**config.mk**
```make
export PLATFORM = sky130hd
export DESIGN_NAME = snake_game_controller
export DESIGN_NICKNAME = d
export VERILOG_FILES = /design/src/rtl/snake_game_controller.sv
export SDC_FILE = /design/constraint.sdc
export NUM_CORES = 1
export LEC_CHECK = 0
export ABC_AREA = 0
export CAP_MARGIN = 40
export CORE_UTILIZATION = 60
export DETAILED_ROUTE_END_ITERATION = 16
export DONT_BUFFER_PORTS = 1
export GPL_TIMING_DRIVEN = 1
export PLACE_DENSITY = 0.79
export REMOVE_ABC_BUFFERS = 1
export SLEW_MARGIN = 40
export SYNTH_ARGS = -nofsm -noshare
export SYNTH_HDL_FRONTEND = slang
export SYNTH_SLANG_ARGS = --single-unit
```
**constraint.sdc**
```tcl
create_clock -name i_Clk -period 6.1 [get_ports i_Clk]
set_input_delay 0.61 -clock i_Clk [delete_from_list [all_inputs] [get_ports i_Clk]]
set_output_delay 0.61 -clock i_Clk [all_outputs]
set_load 0.02 [all_outputs]
```
**src/rtl/snake_game_controller.sv**
```systemverilog
// Snake game controller: start/pause/over FSM, score-scaled game tick generator,
// and a small direction queue that buffers legal turns between ticks.
module snake_game_controller #(
    parameter int TICK_DIV    = 106470000,
    parameter int MIN_DIV     = 26617500,
    parameter int SPEEDUP     = 1000000,
    parameter int QUEUE_DEPTH = 2
) (
    input  logic        i_Clk,
    input  logic        i_Rst,
    input  logic        i_Start,
    input  logic        i_Pause,
    input  logic [3:0]  i_Direction,
    input  logic        i_Kill,
    input  logic [15:0] i_Score,
    output logic        o_Tick,
    output logic [3:0]  o_Direction,
    output logic        o_GameReset,
    output logic [1:0]  o_State
);

    localparam int CW = $clog2(TICK_DIV + 1);
    localparam int QW = $clog2(QUEUE_DEPTH + 1);

    typedef enum logic [1:0] {
        IDLE  = 2'b00,
        RUN   = 2'b01,
        PAUSE = 2'b10,
        OVER  = 2'b11
    } state_t;

    state_t state, state_next;

    logic       start_q, pause_q;
    logic [3:0] dir_q;
    logic       start_edge, pause_edge;
    logic [3:0] rise;

    logic [CW-1:0] counter, period;
    logic          run_step, fire;

    logic [3:0]    queue [QUEUE_DEPTH];
    logic [3:0]    queue_next [QUEUE_DEPTH];
    logic [QW-1:0] count, count_next, slot;
    logic [3:0]    ref_dir;
    logic          one_hot, push, pop;

    function automatic logic [CW-1:0] calc_period(input logic [15:0] score);
        logic [47:0] prod;
        prod = 48'(SPEEDUP) * {32'd0, score};
        if (prod > 48'(TICK_DIV - MIN_DIV))
            return CW'(MIN_DIV);
        return CW'(48'(TICK_DIV) - prod);
    endfunction

    function automatic logic [3:0] reverse_dir(input logic [3:0] d);
        return {d[2], d[3], d[0], d[1]};
    endfunction

    // Edge registers track the inputs even during reset, so held buttons stay silent.
    always_ff @(posedge i_Clk) begin
        start_q <= i_Start;
        pause_q <= i_Pause;
        dir_q   <= i_Direction;
    end

    assign start_edge = i_Start & ~start_q;
    assign pause_edge = i_Pause & ~pause_q;
    assign rise       = i_Direction & ~dir_q;

    always_ff @(posedge i_Clk) begin
        if (i_Rst)
            state <= IDLE;
        else
            state <= state_next;
    end

    always_comb begin
        state_next = state;
        case (state)
            IDLE:    if (start_edge) state_next = RUN;
            RUN:     if (i_Kill) state_next = OVER;
                     else if (pause_edge) state_next = PAUSE;
            PAUSE:   if (pause_edge) state_next = RUN;
            OVER:    if (start_edge) state_next = IDLE;
            default: state_next = IDLE;
        endcase
    end

    always_comb begin
        o_GameReset = (state == IDLE);
        o_State     = state;
    end

    // Kill and pause both pre-empt the tick; the counter freezes on those cycles.
    assign run_step = (state == RUN) && !i_Kill && !pause_edge;
    assign fire     = run_step && (counter == period - CW'(1));

    always_comb begin
        ref_dir = o_Direction;
        for (int i = 0; i < QUEUE_DEPTH; i++)
            if (count == QW'(i + 1)) ref_dir = queue[i];
    end

    always_comb begin
        one_hot    = (rise != 4'd0) && ((rise & (rise - 4'd1)) == 4'd0);
        pop        = fire && (count != '0);
        push       = (state == RUN) && one_hot && (rise != ref_dir)
                     && (rise != reverse_dir(ref_dir))
                     && ((count < QW'(QUEUE_DEPTH)) || pop);
        slot       = count - QW'(pop);
        queue_next = queue;
        if (pop)
            for (int i = 0; i < QUEUE_DEPTH - 1; i++) queue_next[i] = queue[i + 1];
        for (int i = 0; i < QUEUE_DEPTH; i++)
            if (push && (slot == QW'(i))) queue_next[i] = rise;
        count_next = count - QW'(pop) + QW'(push);
        if (state_next == IDLE || state_next == OVER)
            count_next = '0;
    end

    always_ff @(posedge i_Clk) begin
        queue <= queue_next;
    end

    always_ff @(posedge i_Clk) begin
        if (i_Rst) begin
            counter     <= '0;
            period      <= CW'(TICK_DIV);
            count       <= '0;
            o_Tick      <= 1'b0;
            o_Direction <= 4'b1000;
        end else begin
            o_Tick <= fire;
            count  <= count_next;
            if ((state == IDLE && start_edge) || fire) begin
                counter <= '0;
                period  <= calc_period(i_Score);
            end else if (run_step) begin
                counter <= counter + CW'(1);
            end
            if (state_next == IDLE)
                o_Direction <= 4'b1000;
            else if (pop)
                o_Direction <= queue[0];
        end
    end

endmodule

```
==> summary.md <==
| Metric | Value |
|---|---|
| Clock period minus worst slack | `5.87 ns` |
| IO Port Bufs | `0` |
| #FFs+latches synth | `73` |
| # hold bufs at CTS | `0` |
| Util after Layout | `68.3%` |
| Die width | `114 um` |
| Largest net degree at the start of global routing | `38` |
| Startpoint types | `input port` |
| Simple-gate area share of the yosys netlist | `14.6%` |
| Fraction of registers with async set/reset | `0%` |
| Clock Latency Late Sink | `0.34 ns` |
| EDFF count, synth | `8` |
| Multi-input gate area | `5600 um2` |
| Vias in the first global route | `6141` |
| Area growth syn-to-layout | `9.69%` |
| Worst R2R End | `queue[5]` |
| Via count | `6039` |
| DIE HEIGHT | `114 um` |
| Status | `finished, final reports clean` |
| Setup Skew | `0.00545 ns` |
| Top cells by count, synth | `110 x ha_1, 92 x inv_1, 68 x nor2_1` |
| Most area-consuming cells after synthesis | `ha_1 18%, dfxtp_1 17%, fa_1 15%, xor2_1 6.2%, xnor2_1 4.9%` |
| Cell variety after synth | `63` |
| Total inserted antenna cells | `0` |
| Seq/Total Area, Yosys | `20.4%` |
| Synthesized cell area | `7540 um2` |
| Compound-Gate Fraction of Synth Area | `13.6%` |
| Clock Tree Buf Depth | `2` |
| Worst min-delay path class | `in2reg` |
| Die area | `13000 um2` |
| DR vias/cell | `5.89` |
| Final Cycle Share | `96.2%` |
| Num CTS Buffers | `9` |
| Total global routing overflow | `0` |
| Total track usage | `26.7%` |
| Layout cells sized above 1 | `8.39%` |
| Placed inst area | `7890 um2` |
| Worst r2r src | `counter[5]` |
| Final Cell Area | `8270 um2` |
| Reg2Reg Setup Slack | `2.36 ns` |
| Synth warn | `0` |
| CORE AREA | `12100 um2` |
| RSZ-0062 raised after global routing | `no` |
| FF-to-FF path depth | `9` |
| Mux cell area share after synthesis | `1.54%` |
| Fillers | `921` |
| Setup Viol. Count Final | `0` |
| Total area of sequential cells | `1540 um2` |
| Share of the synthesized area in the top cell type | `18.2%` |
| Initial antenna violation count | `0` |
| Clock root buffer | `clkbuf_16` |
| Place WS | `-0.192 ns` |
| Hold Vio Cnt, Final | `0` |
| Initial Utilization | `62.3%` |
| H-tree depth | `3` |
| Worst slew pin tran | `0.611 ns` |
| Final wirelength | `16.7 mm` |
| Adder-cell share of the synthesized area | `32.8%` |
| MaxCap Viol Count | `0` |
| Cell Rows | `40` |
| Hold Path Depth | `0` |
| Synth area leader | `ha_1` |
| Most frequent cell after synthesis | `ha_1` |
| Post-DP HPWL | `13.6 mm` |
| Clock slew at reported path FFs | `0.06 ns` |
| Synth Area in XOR/XNOR | `11.0%` |
| Worst Min Path Start | `i_Direction[1]` |
| CP arrival | `6.09 ns` |
| Nets | `1043` |
| Worst Setup Slack, final | `0.234 ns` |
| Global-route wire length before repair | `28.0 mm` |
| RD Place Congestion | `0.937` |
| Hold EP | `dir_q[1]` |
| CTS tree | `built` |
| Synth Flop Type | `dfxtp_1` |
| Hold Slack | `0.296 ns` |
| WL/cell | `16.3 um` |
| Critical path data required time | `6.32 ns` |
| Pins over their slew limit | `0` |
| Syn Inst Count | `837` |
| Largest family of logic cells by synthesized area | `adder cells` |
| Rel. slew slack | `58.7%` |
| Initial DRC count | `398` |
| Final ANT Viol Nets | `0` |
| CP max FO | `13` |
| Syn_area_per_cell | `9.01 um2` |
| Ports | `33` |
| Detailed Routing Iterations Pass 1 | `7` |
| Max Freq | `170 MHz` |
| Clock sink count | `73` |
| Kind of critical path | `in2reg` |
| Number of remaining DRC errors | `0` |
| CP Capture Type | `register` |
[worst max-delay path by stage]
stage / slack (ns) / depth (start not counted) / startpoint / end
after floorplan: 0.12 / 20 / i_Score[2] / period[9]
after global placement: -0.08 / 20 / i_Score[1] / period[9]
after detailed placement: -0.19 / 18 / i_Score[0] / period[14]
after CTS: 0.12 / 19 / i_Score[0] / period[12]
after global routing: 0.001 / 21 / i_Score[2] / period[11]
final: 0.23 / 22 / i_Score[2] / period[26]
[critical path, cell delays in order]
cell	delay, ns
inv_1	0.07
fa_1	0.54
inv_1	0.05
fa_1	0.51
fa_1	0.58
fa_1	0.42
ha_1	0.28
inv_1	0.05
fa_1	0.49
inv_1	0.04
ha_1	0.31
a21oi_1	0.22
nor2_1	0.12
or3_1	0.38
o211ai_1	0.21
o211ai_1	0.16
buf_4	0.16
buf_4	0.12
nand3_1	0.05
and4bb_2	0.26
buf_12	0.15
a221o_1	0.29
[cell families after synthesis]
group	Yosys count
buffers and inverters	119
and+or+nand+nor	219
DFF	73
AOI/OAI and AO/OA	155
adders and majority gates	165
xor gates and xnor gates	95
muxes	11
[timing repair]
item	4_1_cts	5_1_grt
setup buffers	0	1
gates resized for setup	0	10
endpoints found under the setup margin	0	23
[routing by layer]
metal  GRT usage [%]  vias up  share of wire, %
met5               0        -                 0
met4            8.05        0               2.0
met3            3.49       29               2.8
met2            49.7      142                53
met1            31.9     2947                42
li1                -     2921                 -
[sequential cells by signal, summed over array words and instances (netlist names)]
register and count:
o_State 2, o_Tick 1, queue 8, counter 27, pause_q 1, dir_q 4, period 23, count 2
o_Direction 4, start_q 1
[through the flow]
stage,instances,TNS [ns]
2_1_floorplan,810,0
3_3_place_gp,1009,-0.306
3_5_place_dp,1009,-2.22
4_1_cts,1025,0
5_1_grt,1026,0
6_report,1026,0
[placed cells by master (no fill, tap or decap), types with 4 or more instances in the layout]
cell       count
ha_1         110
inv_1         92
nor2_1        67
dfxtp_1       65
fa_1          55
xor2_1        53
nand2_1       45
xnor2_1       42
a21oi_1       42
o21ai_0       31
buf_4         31
nand3_1       17
nand4_1       17
a211oi_1      16
nand2b_1      10
and3_1        10
nor3_1        10
clkbuf_16     10
nor2b_1        9
o21a_1         8
edfxtp_1       8
mux2i_1        6
a21o_1         6
mux2_2         5
or3_1          5
o211ai_1       5
nor4_1         4
o22a_1         4
o31ai_1        4
a31oi_1        4
[final cells by class]
cell class / count / share of cell area [%]
sequential: 73 / 18.6
timing repair buffer: 32 / 3.05
inverter: 92 / 4.17
clock inverter: 5 / 0.726
tap: 168 / 2.54
multi-input combinational: 645 / 67.7
clock buffer: 11 / 3.19
Power is not shown: default switching activity piles up to over one toggle a cycle in this logic, so the estimate is an artifact.
